<file path="src/rtl/rq_ack_initiator_pkg.sv">
// Shared types and constants for the request/acknowledge initiator.
// Holds the FSM state encoding, the response FIFO depth and the issue-credit helper.
package rq_ack_initiator_pkg;

    typedef enum logic [1:0] {
        IDLE = 2'd0,
        REQ  = 2'd1,
        GAP  = 2'd2
    } state_t;

    localparam int FIFO_DEPTH = 2;

    // A request may only be issued if its result plus everything already owed fits in the FIFO.
    function automatic logic has_credit(input logic [1:0] fifo_cnt, input logic in_flight);
        return ({1'b0, fifo_cnt} + {2'b00, in_flight}) < 3'(FIFO_DEPTH);
    endfunction

endpackage

</file>
<file path="src/rtl/rq_ack_initiator_if.sv">
// Bus bundle of the initiator: upstream commands, req/ack link to the responder, downstream results.
// cmd_*/rsp_* transfer on an edge with valid & ready; valid holds with stable data until then. req holds with stable req_data until ack.
interface rq_ack_initiator_if #(
    parameter int REQ_DW = 8,
    parameter int ACK_DW = 8,
    parameter int GAP_W  = 4
);
    logic              cmd_valid;
    logic              cmd_ready;
    logic [REQ_DW-1:0] cmd_data;
    logic [GAP_W-1:0]  cmd_gap;
    logic              req;
    logic [REQ_DW-1:0] req_data;
    logic              ack;
    logic [ACK_DW-1:0] ack_data;
    logic              rsp_valid;
    logic              rsp_ready;
    logic [ACK_DW-1:0] rsp_data;

    modport master (
        input  cmd_valid, cmd_data, cmd_gap,
        output cmd_ready,
        output req, req_data,
        input  ack, ack_data,
        output rsp_valid, rsp_data,
        input  rsp_ready
    );

    modport slave (
        output cmd_valid, cmd_data, cmd_gap,
        input  cmd_ready,
        input  req, req_data,
        output ack, ack_data,
        input  rsp_valid, rsp_data,
        output rsp_ready
    );

endinterface

</file>
<file path="src/rtl/rq_ack_initiator_rsp_fifo2.sv">
// Two-entry synchronous result FIFO with occupancy count; no write-to-read bypass.
// Pushes into a full FIFO and pops from an empty one are ignored.
module rq_ack_initiator_rsp_fifo2
    import rq_ack_initiator_pkg::*;
#(
    parameter int DW = 8
) (
    input  logic          clk,
    input  logic          rst_n,
    input  logic          push_i,
    input  logic [DW-1:0] push_data_i,
    input  logic          pop_i,
    output logic [DW-1:0] pop_data_o,
    output logic [1:0]    count_o
);

    logic [DW-1:0] mem_q [FIFO_DEPTH];
    logic          wr_ptr_q;
    logic          rd_ptr_q;
    logic [1:0]    count_q;
    logic          push_ok;
    logic          pop_ok;

    assign push_ok    = push_i && (count_q != 2'(FIFO_DEPTH));
    assign pop_ok     = pop_i && (count_q != 2'd0);
    assign pop_data_o = mem_q[rd_ptr_q];
    assign count_o    = count_q;

    always_ff @(posedge clk or negedge rst_n) begin
        if (!rst_n) begin
            for (int i = 0; i < FIFO_DEPTH; i++) begin
                mem_q[i] <= '0;
            end
            wr_ptr_q <= 1'b0;
            rd_ptr_q <= 1'b0;
            count_q  <= 2'd0;
        end else begin
            if (push_ok) begin
                mem_q[wr_ptr_q] <= push_data_i;
                wr_ptr_q        <= ~wr_ptr_q;
            end
            if (pop_ok) begin
                rd_ptr_q <= ~rd_ptr_q;
            end
            count_q <= count_q + {1'b0, push_ok} - {1'b0, pop_ok};
        end
    end

endmodule

</file>
<file path="src/rtl/rq_ack_initiator.sv">
// Initiator side of the req/ack protocol: issues upstream commands as requests and returns
// acknowledged results in order, with optional idle gaps, a request timeout and protocol checking.
module rq_ack_initiator
    import rq_ack_initiator_pkg::*;
#(
    parameter int REQ_DW = 8,
    parameter int ACK_DW = 8,
    parameter int GAP_W  = 4,
    parameter int TO_W   = 8
) (
    input  logic                      clk,
    input  logic                      rst_n,
    rq_ack_initiator_if.master        bus,
    output state_t                    state_o,
    output logic                      busy_o,
    output logic                      err_timeout_o,
    output logic                      err_proto_o
);

    localparam logic [TO_W-1:0] TO_MAX = '1;

    state_t            state_q, state_d;
    logic [REQ_DW-1:0] req_data_q, req_data_d;
    logic [GAP_W-1:0]  gap_q, gap_d;
    logic [GAP_W-1:0]  gap_cnt_q, gap_cnt_d;
    logic [TO_W-1:0]   to_cnt_q, to_cnt_d;
    logic              err_timeout_q, err_timeout_d;
    logic              err_proto_q, err_proto_d;

    logic              credit;
    logic              cmd_ready_c;
    logic              accept;
    logic              push;
    logic              pop;
    logic [1:0]        fifo_cnt;
    logic [ACK_DW-1:0] fifo_data;

    always_comb begin
        state_d     = state_q;
        cmd_ready_c = 1'b0;
        accept      = 1'b0;
        push        = 1'b0;
        credit      = has_credit(fifo_cnt, state_q == REQ);
        case (state_q)
            IDLE: begin
                cmd_ready_c = credit;
                if (bus.cmd_valid && credit) begin
                    accept  = 1'b1;
                    state_d = REQ;
                end
            end
            REQ: begin
                if (bus.ack) begin
                    push = 1'b1;
                    if (gap_q == '0) begin
                        // Zero gap: the next command rides on this ack so req never drops.
                        if (bus.cmd_valid && credit) begin
                            cmd_ready_c = 1'b1;
                            accept      = 1'b1;
                        end else begin
                            state_d = IDLE;
                        end
                    end else begin
                        state_d = GAP;
                    end
                end
            end
            GAP: begin
                if (gap_cnt_q <= GAP_W'(1)) begin
                    state_d = IDLE;
                end
            end
            default: state_d = IDLE;
        endcase
    end

    always_comb begin
        req_data_d = (state_d == REQ) ? req_data_q : '0;
        gap_d      = gap_q;
        if (accept) begin
            req_data_d = bus.cmd_data;
            gap_d      = bus.cmd_gap;
        end

        gap_cnt_d = gap_cnt_q;
        if (state_q == REQ && state_d == GAP) begin
            gap_cnt_d = gap_q;
        end else if (state_q == GAP && gap_cnt_q != '0) begin
            gap_cnt_d = gap_cnt_q - GAP_W'(1);
        end

        to_cnt_d = '0;
        if (state_q == REQ && !bus.ack) begin
            to_cnt_d = (to_cnt_q == TO_MAX) ? to_cnt_q : to_cnt_q + TO_W'(1);
        end

        err_timeout_d = err_timeout_q | (to_cnt_d == TO_MAX);
        err_proto_d   = err_proto_q | (bus.ack && state_q != REQ);
    end

    always_ff @(posedge clk or negedge rst_n) begin
        if (!rst_n) begin
            state_q       <= IDLE;
            req_data_q    <= '0;
            gap_q         <= '0;
            gap_cnt_q     <= '0;
            to_cnt_q      <= '0;
            err_timeout_q <= 1'b0;
            err_proto_q   <= 1'b0;
        end else begin
            state_q       <= state_d;
            req_data_q    <= req_data_d;
            gap_q         <= gap_d;
            gap_cnt_q     <= gap_cnt_d;
            to_cnt_q      <= to_cnt_d;
            err_timeout_q <= err_timeout_d;
            err_proto_q   <= err_proto_d;
        end
    end

    rq_ack_initiator_rsp_fifo2 #(
        .DW (ACK_DW)
    ) u_rsp_fifo (
        .clk         (clk),
        .rst_n       (rst_n),
        .push_i      (push),
        .push_data_i (bus.ack_data),
        .pop_i       (pop),
        .pop_data_o  (fifo_data),
        .count_o     (fifo_cnt)
    );

    assign pop           = bus.rsp_valid && bus.rsp_ready;
    assign bus.cmd_ready = cmd_ready_c;
    assign bus.req       = (state_q == REQ);
    assign bus.req_data  = req_data_q;
    assign bus.rsp_valid = (fifo_cnt != 2'd0);
    assign bus.rsp_data  = fifo_data;
    assign state_o       = state_q;
    assign busy_o        = (state_q != IDLE) || (fifo_cnt != 2'd0);
    assign err_timeout_o = err_timeout_q;
    assign err_proto_o   = err_proto_q;

endmodule

</file>
<file path="src/flat_wrapper.sv">
// flat-port wrapper written by rule: the top's interface ports become plain ports
module rq_ack_initiator_flat import rq_ack_initiator_pkg::*;
#(
    parameter int REQ_DW = 8,
    parameter int ACK_DW = 8,
    parameter int GAP_W  = 4,
    parameter int TO_W   = 8
)
  (clk, rst_n, state_o, busy_o, err_timeout_o, err_proto_o, bus_cmd_valid, bus_cmd_data, bus_cmd_gap, bus_cmd_ready, bus_req, bus_req_data, bus_ack, bus_ack_data, bus_rsp_valid, bus_rsp_data, bus_rsp_ready);
  rq_ack_initiator_if #(.REQ_DW(REQ_DW), .ACK_DW(ACK_DW), .GAP_W(GAP_W)) bus_i ();
  input  logic clk;
  input  logic rst_n;
  output state_t state_o;
  output logic busy_o;
  output logic err_timeout_o;
  output logic err_proto_o;
  input wire logic [$bits(bus_i.cmd_valid)-1:0] bus_cmd_valid;
  input wire logic [$bits(bus_i.cmd_data)-1:0] bus_cmd_data;
  input wire logic [$bits(bus_i.cmd_gap)-1:0] bus_cmd_gap;
  output wire logic [$bits(bus_i.cmd_ready)-1:0] bus_cmd_ready;
  output wire logic [$bits(bus_i.req)-1:0] bus_req;
  output wire logic [$bits(bus_i.req_data)-1:0] bus_req_data;
  input wire logic [$bits(bus_i.ack)-1:0] bus_ack;
  input wire logic [$bits(bus_i.ack_data)-1:0] bus_ack_data;
  output wire logic [$bits(bus_i.rsp_valid)-1:0] bus_rsp_valid;
  output wire logic [$bits(bus_i.rsp_data)-1:0] bus_rsp_data;
  input wire logic [$bits(bus_i.rsp_ready)-1:0] bus_rsp_ready;
  assign bus_i.cmd_valid = bus_cmd_valid;
  assign bus_i.cmd_data = bus_cmd_data;
  assign bus_i.cmd_gap = bus_cmd_gap;
  assign bus_cmd_ready = bus_i.cmd_ready;
  assign bus_req = bus_i.req;
  assign bus_req_data = bus_i.req_data;
  assign bus_i.ack = bus_ack;
  assign bus_i.ack_data = bus_ack_data;
  assign bus_rsp_valid = bus_i.rsp_valid;
  assign bus_rsp_data = bus_i.rsp_data;
  assign bus_i.rsp_ready = bus_rsp_ready;
  rq_ack_initiator #(.REQ_DW(REQ_DW), .ACK_DW(ACK_DW), .GAP_W(GAP_W), .TO_W(TO_W)) u_core (.clk(clk), .rst_n(rst_n), .bus(bus_i), .state_o(state_o), .busy_o(busy_o), .err_timeout_o(err_timeout_o), .err_proto_o(err_proto_o));
endmodule
</file>
<file path="config.mk">
export PLATFORM = sky130hd
export DESIGN_NAME = rq_ack_initiator_flat
export DESIGN_NICKNAME = d
export VERILOG_FILES = /design/src/rtl/rq_ack_initiator_pkg.sv /design/src/rtl/rq_ack_initiator_if.sv /design/src/rtl/rq_ack_initiator_rsp_fifo2.sv /design/src/rtl/rq_ack_initiator.sv /design/src/flat_wrapper.sv
export SDC_FILE = /design/constraint.sdc
export NUM_CORES = 1
export LEC_CHECK = 0
export CAP_MARGIN = 25
export CORE_MARGIN = 3
export CORE_UTILIZATION = 55
export DETAILED_ROUTE_END_ITERATION = 12
export PLACE_DENSITY = 0.92
export SLEW_MARGIN = 20
export SYNTH_ARGS = -nofsm -noshare
export SYNTH_HDL_FRONTEND = slang
export SYNTH_HIERARCHICAL = 1
export SYNTH_SLANG_ARGS = --single-unit
export TNS_END_PERCENT = 100
</file>
<file path="constraint.sdc">
create_clock -name clk -period 4.2 [get_ports clk]
set_input_delay 0.84 -clock clk [delete_from_list [all_inputs] [get_ports clk]]
set_output_delay 0.84 -clock clk [all_outputs]
set_load 0.01 [all_outputs]
</file>
==> metrics.md <==
| Metric | Value |
|---|---|
| Status | `finished, final reports clean` |
| Top FF cell, synth | `dfrtp_1` |
| Synth Register Bits | `48` |
| Detailed placement HPWL | `3.36 mm` |
| Starting density of the core | `58.3%` |
| Area contributors post-synth | `dfrtp_1 50%, mux2_2 8.5%, mux2_4 6.3%` |
| Synth cell count leaders | `48 x dfrtp_1, 18 x mux2_2, 12 x nand2_1, 10 x mux2_4, 10 x nor2_1` |
| Die Y | `71.8 um` |
| CP Class | `register to primary output` |
| R2R depth | `4` |
| RSZ-0062 raised after global routing | `false` |
| Vias in the first global route | `1781` |
| Via count | `1716` |
| Pin slew with the least headroom to its limit | `0.626 ns` |
| 1st-pass router iterations | `4` |
| Filler instances | `279` |
| Die W | `71.8 um` |
| Post-synth ARST share | `100%` |
| Post-synth top area cell | `dfrtp_1` |
| Worst setup SP type | `register` |
| Ant. Diodes | `0` |
| Gr ovfl total | `0` |
| Multi-input logic area | `1110 sq um` |
| Longest Clk Path Bufs | `2` |
| Synth unique cells | `51` |
| Die footprint | `5150 sq um` |
| WL final | `4.63 mm` |
| Crit Path Max Fanout | `3` |
| Switching share of total power | `32.5%` |
| Final min period | `3.03 ns` |
| Final Skew | `0.00817 ns` |
| Tightest Hold Check Type | `register to register` |
| Postcts setup bufs | `0` |
| Comb pwr share | `44.0%` |
| Reg clk slew, reported paths | `0.08 ns` |
| Power per cell area | `622 nW/um^2` |
| Final ANT Viol Nets | `0` |
| Synth-to-layout area growth | `24.0%` |
| Relative slew slack | `58.1%` |
| FF/Latch Area | `1200 sq um` |
| Clock share of power | `13.7%` |
| Post-synth top area share | `50.4%` |
| Synthesized area | `2380 sq um` |
| Warnings from Yosys | `6` |
| Fmax | `330 MHz` |
| Num CTS Buffers | `5` |
| Post-Synthesis Net Count | `230` |
| WL per Instance | `15.6 um` |
| Core box area | `4090 sq um` |
| # rows | `23` |
| CP endpoint kind | `primary output` |
| Final Instance Area | `2950 sq um` |
| Worst setup startpoint | `u_core/gap_q[3]` |
| Post-cts gate resize count | `0` |
| I/O pin cnt | `49` |
| Mean cell area of the mapped netlist | `11.9 sq um` |
| Sequential power share | `42.3%` |
| CP endpoint | `bus_cmd_ready` |
| Final net count | `277` |
| Switch Pwr | `0.000597 W` |
| Fin Setup TNS | `0 ns` |
| Setup violators final | `0` |
| Register area share after synthesis | `50.4%` |
| P_int | `0.00124 W` |
| Vias per cell | `5.78` |
| Post-synthesis cell count | `200` |
| Clock Latency Late Sink | `0.30 ns` |
| TritonCTS clock tree | `done` |
| Fraction of layout cells with a size suffix above 1 | `17.4%` |
| Worst R2R End | `u_core/err_timeout_o` |
| Static leakage | `1.24 nW` |
| First-pass GRT wire length | `8.09 mm` |
| Setup slack, reg-to-reg | `2.21 ns` |
| Placed cell area | `2870 sq um` |
| Root Buffer | `clkbuf_8` |
| Initial antenna violation count | `0` |
| Post-synth EDFFs | `0` |
| Max-slew violation count | `0` |
| Tcrit/Tclk final | `72.1%` |
| Final hold vios | `0` |
| CTS Sinks | `48` |
| Gr usage total | `20.0%` |
| # Max-Cap Violations | `0` |
| Port Buf Inserts | `48` |
| Worst R2R Start | `u_core/state_o[0]` |
| CP arrival | `2.19 ns` |
| Hold Buf Count CTS | `0` |
| CTS H-tree depth | `2` |
| Most frequent cell after synthesis | `dfrtp_1` |
| # DRC | `0` |
| Peak VDD IR | `0.321 mV` |
| Placer Congestion | `0.888` |
| Critical Path RT | `3.36 ns` |
| Initial DRC count | `124` |
| Largest net degree at the start of global routing | `49` |
## power groups by stage
stage / registers, W / clock network (W) / logic (W)
6_report: 0.000776 / 0.000252 / 0.000807
5_1_grt: 0.000801 / 0.000280 / 0.000877
4_1_cts: 0.000776 / 0.000261 / 0.000816
3_5_place_dp: 0.000782 / 0 / 0.000810
3_3_place_gp: 0.000773 / 0 / 0.000784
2_1_floorplan: 0.000741 / 0 / 0.000528
## registers in the layout, summed over array words and instances, names as in the netlist, 2 cells and up
name,count
u_core/gap_q,4
u_core/gap_cnt_q,4
u_core/state_o,2
u_core/bus.req_data,8
u_core/to_cnt_q,8
u_core/u_rsp_fifo/mem_q,16
u_core/u_rsp_fifo/count_o,2
## metal layers
metal  wire length, um  track usage [%]
met1              2080             26.0
met2              2170             32.2
met3               330             6.17
met4                52             6.26
met5                 0                0
## critical path, stage by stage, from the launching register on
cell             delay, ns
dfrtp_1               0.40
or4_4                 0.55
nor2_1                0.14
nand3_1               0.09
a21boi_0              0.17
clkdlybuf4s50_1       0.55
## metrics by stage
stage          hold WS [ns]  std cells  setup slack (ns)  util, %  power [W]
6_report              0.476        297              1.17     72.2    0.00183
5_1_grt               0.498        297              1.01     72.2    0.00196
4_1_cts               0.480        297              1.14     72.2    0.00185
3_5_place_dp          0.462        290              1.18     70.3    0.00159
3_3_place_gp          0.458        290              1.19     70.3    0.00156
2_1_floorplan         0.474        200              1.95        -    0.00127
## worst min-delay path by stage
stage	depth (start not counted)	start	slack [ns]	to
after floorplan	1	u_core/u_rsp_fifo/mem_q[0]	0.47	u_core/u_rsp_fifo/mem_q[0]
after global placement	1	u_core/err_timeout_o	0.46	u_core/err_timeout_o
after detailed placement	1	u_core/err_timeout_o	0.46	u_core/err_timeout_o
after CTS	1	u_core/err_timeout_o	0.48	u_core/err_timeout_o
after global routing	1	u_core/err_timeout_o	0.50	u_core/err_timeout_o
final	1	u_core/err_timeout_o	0.48	u_core/err_timeout_o
## cell usage in the layout, fill, tap and decap left out, types with 6 or more instances in the layout
master,n
nand3_1,7
inv_1,7
nand2_1,12
mux2_2,18
a22o_1,8
nor2_1,10
clkdlybuf4s50_1,47
xnor2_1,6
mux2_4,10
dfrtp_1,48
## kinds of logic (layout without fill, tap and decap cells)
kind of cell	count (synthesis)	count (layout)	synth area share, %
flip-flops	48	48	50.4
AND/OR/NAND/NOR	52	52	12.2
adder cells (fa/ha/maj)	5	5	2.63
buffers and inverters	15	62	3.10
multiplexers	29	29	15.2
AO/OA/AOI/OAI	44	44	13.8
XOR/XNOR	7	7	2.57
## layout make-up
| cell class | instances | area share, % |
|---|---|---|
| Sequential cell | 48 | 40.7 |
| Multi-Input combinational cell | 137 | 37.5 |
| Timing Repair Buffer | 48 | 16.2 |
| Clock buffer | 6 | 2.46 |
| Tap cell | 50 | 2.12 |
| Inverter | 7 | 0.890 |
| Clock inverter | 1 | 0.170 |
(Power assumes the default switching activity.)
